--- src/rtl/pcm_dsm_stereo.sv ---
// pcm_dsm_stereo: stereo second-order 1-bit delta-sigma modulator with saturating integrators.
// Optional TPDF dither from a shared 32-bit LFSR when DSM_DITHER_EN is defined.
module pcm_dsm_stereo #(
   parameter int IN_W  = 24,
   parameter int ACC_W = 28
) (
   input  logic        clk_i,
   input  logic        rst_i,
   input  logic [31:0] data_l_i,
   input  logic        data_l_stb_i,
   input  logic [31:0] data_r_i,
   input  logic        data_r_stb_i,
   input  logic        dsm_stb_i,
   input  logic        mute_i,
   output logic [1:0]  dsm_o,
   output logic        dsm_valid_o,
   output logic [1:0]  ovl_o
);
   localparam logic [ACC_W:0] FS = (ACC_W+1)'(1) << (IN_W-1);

   logic [1:0][IN_W-1:0]  r_hold;
   logic [1:0][ACC_W-1:0] r_i1, r_i2;
   logic [1:0]            r_dsm, r_ovl;
   logic                  r_valid;
   logic [1:0][31:0]      w_data;
   logic [1:0]            w_cap;
   logic [1:0][ACC_W:0]   w_x, w_fb, w_s1, w_s2;
   logic [1:0][ACC_W-1:0] w_n1, w_n2;
   logic [1:0]            w_o1, w_o2;
   logic [ACC_W:0]        w_dith;
   logic                  w_unused;

   assign w_data   = {data_r_i, data_l_i};
   assign w_cap    = {data_r_stb_i, data_l_stb_i};
   assign w_unused = ^{data_l_i[31-IN_W:0], data_r_i[31-IN_W:0], r_hold[0][0], r_hold[1][0]};

`ifdef DSM_DITHER_EN
   logic [31:0] r_lfsr;
   logic [8:0]  w_d;
   assign w_d    = {1'b0, r_lfsr[7:0]} - {1'b0, r_lfsr[15:8]};
   assign w_dith = {{(ACC_W-IN_W+12){w_d[8]}}, w_d, {(IN_W-20){1'b0}}};
   always_ff @(posedge clk_i or posedge rst_i)
      if (rst_i) r_lfsr <= 32'hACE1_2468;
      else if (dsm_stb_i) r_lfsr <= {1'b0, r_lfsr[31:1]} ^ (r_lfsr[0] ? 32'h8020_0003 : 32'h0);
`else
   assign w_dith = '0;
`endif

   // Sums carry one guard bit; overflow shows as the top two bits disagreeing.
   always_comb begin
      w_x = '0;
      w_fb = '0;
      w_s1 = '0;
      w_s2 = '0;
      w_o1 = '0;
      w_o2 = '0;
      w_n1 = '0;
      w_n2 = '0;
      for (int c = 0; c < 2; c++) begin
         w_x[c]  = mute_i ? '0 : {{(ACC_W+2-IN_W){r_hold[c][IN_W-1]}}, r_hold[c][IN_W-1:1]} + w_dith;
         w_fb[c] = r_dsm[c] ? FS : -FS;
         w_s1[c] = {r_i1[c][ACC_W-1], r_i1[c]} + w_x[c] - w_fb[c];
         w_s2[c] = {r_i2[c][ACC_W-1], r_i2[c]} + {r_i1[c][ACC_W-1], r_i1[c]} - w_fb[c];
         w_o1[c] = w_s1[c][ACC_W] ^ w_s1[c][ACC_W-1];
         w_o2[c] = w_s2[c][ACC_W] ^ w_s2[c][ACC_W-1];
         w_n1[c] = w_o1[c] ? {w_s1[c][ACC_W], {(ACC_W-1){~w_s1[c][ACC_W]}}} : w_s1[c][ACC_W-1:0];
         w_n2[c] = w_o2[c] ? {w_s2[c][ACC_W], {(ACC_W-1){~w_s2[c][ACC_W]}}} : w_s2[c][ACC_W-1:0];
      end
   end

   always_ff @(posedge clk_i or posedge rst_i)
      if (rst_i) begin
         r_hold  <= '0;
         r_i1    <= '0;
         r_i2    <= '0;
         r_dsm   <= '0;
         r_ovl   <= '0;
         r_valid <= 1'b0;
      end else begin
         r_valid <= dsm_stb_i;
         for (int c = 0; c < 2; c++) begin
            if (w_cap[c]) r_hold[c] <= w_data[c][31 -: IN_W];
            if (dsm_stb_i) begin
               r_i1[c]  <= w_n1[c];
               r_i2[c]  <= w_n2[c];
               r_dsm[c] <= ~w_n2[c][ACC_W-1];
               r_ovl[c] <= r_ovl[c] | w_o1[c] | w_o2[c];
            end
         end
      end

   assign dsm_o       = r_dsm;
   assign dsm_valid_o = r_valid;
   assign ovl_o       = r_ovl;
endmodule

--- config.mk ---
export PLATFORM = sky130hd
export DESIGN_NAME = pcm_dsm_stereo
export DESIGN_NICKNAME = d
export VERILOG_FILES = /design/src/rtl/pcm_dsm_stereo.sv
export SDC_FILE = /design/constraint.sdc
export NUM_CORES = 1
export LEC_CHECK = 0
export CAP_MARGIN = 20
export CORE_UTILIZATION = 40
export DETAILED_ROUTE_END_ITERATION = 8
export SETUP_SLACK_MARGIN = 0.05
export SYNTH_ARGS = -nofsm -noshare
export SYNTH_HDL_FRONTEND = slang
export SYNTH_SLANG_ARGS = --single-unit
--- constraint.sdc ---
create_clock -name clk_i -period 4.8 [get_ports clk_i]
set_clock_uncertainty 0.05 [all_clocks]
set_input_delay 0.48 -clock clk_i [delete_from_list [all_inputs] [get_ports clk_i]]
set_output_delay 0.48 -clock clk_i [all_outputs]
set_load 0.01 [all_outputs]
==> run_summary.xml <==
<?xml version="1.0" encoding="UTF-8"?>
<metrics>
  <group name="critical_path">
    <metric name="crit_path_max_fanout" unit="">19</metric>
    <metric name="crit_path_end_kind" unit="">flip-flop</metric>
    <metric name="rr_endpoint" unit="">r_i2[21]$_DFFE_PP0P_</metric>
    <metric name="reg2reg_from" unit="">r_i1[7]$_DFFE_PP0P_</metric>
    <metric name="r2r_slack" unit="ns">0.28</metric>
    <metric name="critPathKind" unit="">flip-flop to flip-flop</metric>
    <metric name="critical_path_startpoint_category" unit="">flip-flop</metric>
    <metric name="ff2ff_path_depth" unit="">21</metric>
    <metric name="cp.required" unit="ns">5.08</metric>
    <metric name="critPathArrivalTime" unit="ns">4.80</metric>
  </group>
  <group name="detailed_routing">
    <metric name="dr_total_vias" unit="">12400</metric>
    <metric name="total_length_of_routed_wires" unit="mm">34.4</metric>
    <metric name="post_detailed_route_drc_marker_count" unit="">0</metric>
    <metric name="routed_wire_length_per_instance" unit="um">14.6</metric>
    <metric name="drt_pre_antenna_iters" unit="">5</metric>
    <metric name="detailedRoute.firstIterationViolations" unit="">568</metric>
    <metric name="drt-vias-per-instance" unit="">5.28</metric>
    <metric name="antenna_violating_nets_post_route" unit="">0</metric>
  </group>
  <group name="floorplan">
    <metric name="core_area" unit="sq um">36700</metric>
    <metric name="die_y" unit="um">195</metric>
    <metric name="die_area" unit="sq um">38200</metric>
    <metric name="num_ports" unit="">75</metric>
    <metric name="chipWidth" unit="um">195</metric>
    <metric name="core.rowCount" unit="">70</metric>
    <metric name="start_util" unit="%">40.8</metric>
  </group>
  <group name="timing">
    <metric name="worst_hold_slack" unit="ns">0.361</metric>
    <metric name="worst_pin_slew" unit="ns">1.04</metric>
    <metric name="period_share" unit="%">94.1</metric>
    <metric name="fmax" unit="GHz">0.221</metric>
    <metric name="hold_violations" unit="">0</metric>
    <metric name="grt_setup_unrepaired" unit="">no</metric>
    <metric name="max_slew_margin" unit="%">30.5</metric>
    <metric name="layout_min_cycle_time" unit="ns">4.52</metric>
    <metric name="fin_setup_tns" unit="ns">0</metric>
    <metric name="pins_over_slew_limit" unit="">0</metric>
    <metric name="finalWorstSetupSlack" unit="ns">0.281</metric>
    <metric name="setup-violations-final" unit="">0</metric>
  </group>
  <group name="clock_tree">
    <metric name="ctsHtreeMaxLevel" unit="">4</metric>
    <metric name="clock_tree_from_tritoncts" unit="">yes</metric>
    <metric name="clock_sink_count" unit="">163</metric>
    <metric name="cts_inserted_buffers" unit="">17</metric>
    <metric name="cts_root_buffer" unit="">sky130_fd_sc_hd__clkbuf_16</metric>
    <metric name="post_cts_hold_buffer_count" unit="">0</metric>
    <metric name="clockBufferDepth" unit="">2</metric>
    <metric name="cts.clk_slew.worst_paths" unit="ns">0.07</metric>
    <metric name="insertion_delay" unit="ns">0.46</metric>
  </group>
  <group name="run">
    <metric name="cap_viol_max_count" unit="">0</metric>
  </group>
  <group name="synthesis">
    <metric name="yosys-top-cells-count" unit="">sky130_fd_sc_hd__inv_1, sky130_fd_sc_hd__ha_1, sky130_fd_sc_hd__dfrtp_1</metric>
    <metric name="synth_most_common_cell" unit="">sky130_fd_sc_hd__inv_1</metric>
    <metric name="netlist.top_cell.by_area" unit="">sky130_fd_sc_hd__dfrtp_1</metric>
    <metric name="yosys-top-cells-area" unit="">sky130_fd_sc_hd__dfrtp_1, sky130_fd_sc_hd__ha_1, sky130_fd_sc_hd__inv_1</metric>
    <metric name="synth.ff_latch_count" unit="">163</metric>
    <metric name="ys_async_sr_fraction" unit="%">100</metric>
    <metric name="synth-edff-count" unit="">0</metric>
    <metric name="synth.top_cell.area_share" unit="%">27.3</metric>
    <metric name="synthesis.instances" unit="">1786</metric>
    <metric name="syn_area" unit="sq um">15000</metric>
    <metric name="netlist-cell-type-count" unit="">79</metric>
    <metric name="synth_area_per_cell" unit="sq um">8.38</metric>
    <metric name="synth_nets" unit="">2080</metric>
    <metric name="ys_dominant_reg_cell" unit="">sky130_fd_sc_hd__dfrtp_1</metric>
    <metric name="synth-warning-count" unit="">0</metric>
    <metric name="synth_seq_area_share" unit="%">27.3</metric>
  </group>
  <group name="place">
    <metric name="place.gp.congestion" unit="">0.901</metric>
    <metric name="detailed_place_hpwl" unit="mm">26.1</metric>
    <metric name="buffer_ports.inserted" unit="">56</metric>
    <metric name="minimum_setup_slack_after_placement" unit="ns">-0.177</metric>
  </group>
  <group name="finish">
    <metric name="share_of_final_layout_standard_cells_stronger_than_drive_strength_1" unit="%">10.5</metric>
    <metric name="num_antenna_cells" unit="">0</metric>
    <metric name="fill_cells" unit="">3540</metric>
    <metric name="area_growth" unit="%">15.3</metric>
    <metric name="nNetsFinal" unit="">2161</metric>
  </group>
  <group name="global_routing">
    <metric name="initial_antenna_violation_count" unit="">0</metric>
    <metric name="largest_net_degree_at_the_start_of_global_routing" unit="">91</metric>
    <metric name="overflow_left_after_global_routing" unit="">0</metric>
    <metric name="first_global_vias" unit="">12100</metric>
    <metric name="grt_first_pass_wirelength" unit="mm">58.1</metric>
    <metric name="grt.total_usage" unit="%">18.6</metric>
  </group>
  <group name="run_status">
    <metric name="outcome" unit="">complete, no violations</metric>
  </group>
  <group name="min_path">
    <metric name="hold_path_class" unit="">primary input to asynchronous set/reset pin</metric>
  </group>
</metrics>
[repair_timing]
action,4_1_cts,5_1_grt
cloned,0,0
resized for setup,7,21
setup endpoints to repair,27,28
setup buffers,0,2
pin swaps,6,8
hold endpoints to repair,0,0
[kinds of logic (layout without fill, tap and decap cells)]
kind of cell / Yosys count / after routing / share of synthesized area (%)
buffers and inverters: 392 / 485 / 9.97
AND/OR/NAND/NOR: 350 / 350 / 11.6
XOR/XNOR: 94 / 94 / 5.60
adder cells (fa/ha/maj): 226 / 226 / 19.7
flip-flops: 163 / 163 / 27.3
AO/OA/AOI/OAI: 504 / 504 / 21.6
multiplexers: 57 / 57 / 4.23
[sequential cells by signal, summed over array words and instances (netlist names)]
| name | count |
|---|---|
| r_i1 | 56 |
| r_i2 | 56 |
| r_hold | 46 |
| dsm_o | 2 |
| ovl_o | 2 |
| dsm_valid_o | 1 |
[critical path, cell delays in order, from the launching register on]
cell and delay, ns:
sky130_fd_sc_hd__dfrtp_1 0.36, sky130_fd_sc_hd__inv_1 0.07, sky130_fd_sc_hd__ha_1 0.22, sky130_fd_sc_hd__inv_1 0.07, sky130_fd_sc_hd__ha_2 0.30, sky130_fd_sc_hd__o21a_1 0.22, sky130_fd_sc_hd__o22a_1 0.22, sky130_fd_sc_hd__o21ai_2 0.08
sky130_fd_sc_hd__o21a_2 0.21, sky130_fd_sc_hd__o21ai_2 0.09, sky130_fd_sc_hd__o41a_1 0.35, sky130_fd_sc_hd__a41o_1 0.25, sky130_fd_sc_hd__o41ai_4 0.27, sky130_fd_sc_hd__xnor2_1 0.21, sky130_fd_sc_hd__ha_4 0.27, sky130_fd_sc_hd__nand2_1 0.09
sky130_fd_sc_hd__nor2_1 0.07, sky130_fd_sc_hd__a221oi_2 0.32, sky130_fd_sc_hd__o211ai_2 0.15, sky130_fd_sc_hd__buf_12 0.18, sky130_fd_sc_hd__a311oi_1 0.26, sky130_fd_sc_hd__a21oi_1 0.07
[stage by stage]
step	utilization [%]	cells	instance area, sq um
global placement	44.9	2313	16500
finish	47.0	2347	17300
CTS	46.7	2344	17100
global route	47.0	2347	17300
floorplan	-	1786	15000
detailed placement	44.9	2313	16500
[cells in the final DEF (no fill, tap or decap), drive strengths merged, types with 23 or more instances in the layout]
cell type,netlist,final
ha,208,208
dfrtp,163,163
nand2b,59,59
clkdlybuf4s50,0,55
mux2,50,50
buf,17,71
nor3,26,26
a21oi,144,144
xor2,37,37
nand2,71,71
o22ai,44,44
inv,327,328
o21ai,97,97
o211ai,23,23
nor2,88,88
a21o,50,50
nand3,37,37
xnor2,57,57
[worst max-delay path by stage]
stage                   startpoint                    to  cells after the start
5_1_grt        r_i2[5]$_DFFE_PP0P_  r_i2[21]$_DFFE_PP0P_                     22
3_5_place_dp   r_i2[5]$_DFFE_PP0P_  r_i2[26]$_DFFE_PP0P_                     22
4_1_cts        r_i1[3]$_DFFE_PP0P_  r_i2[21]$_DFFE_PP0P_                     22
3_3_place_gp   r_i2[5]$_DFFE_PP0P_  r_i2[23]$_DFFE_PP0P_                     22
2_1_floorplan  r_i1[5]$_DFFE_PP0P_   r_i2[4]$_DFFE_PP0P_                     23
6_report       r_i1[7]$_DFFE_PP0P_  r_i2[21]$_DFFE_PP0P_                     21
[per-layer routing]
| metal | GRT usage (%) | vias up | share of wire (%) | wire (um) |
|---|---|---|---|---|
| li1 | - | 6327 | - | - |
| met1 | 23.0 | 5877 | 46 | 16000 |
| met2 | 33.0 | 156 | 48 | 16600 |
| met3 | 3.21 | 43 | 3.2 | 1090 |
| met4 | 5.40 | 0 | 2.1 | 707 |
| met5 | 0 | - | 0 | 0 |
[layout make-up]
type                    instances  area, sq um  share of cell area, %
clock buffers                  19          433                   2.51
repair buffers                126         1180                   6.86
multi-input cells            1231         9540                   55.3
inverters                     328         1230                   7.16
clock inverters                12          205                   1.19
flip-flops and latches        163         4080                   23.6
well taps                     468          586                   3.39
Power is left out: the tool's default activity adds up to more than one toggle a clock period on the data nets, which glitch-free logic cannot reach.
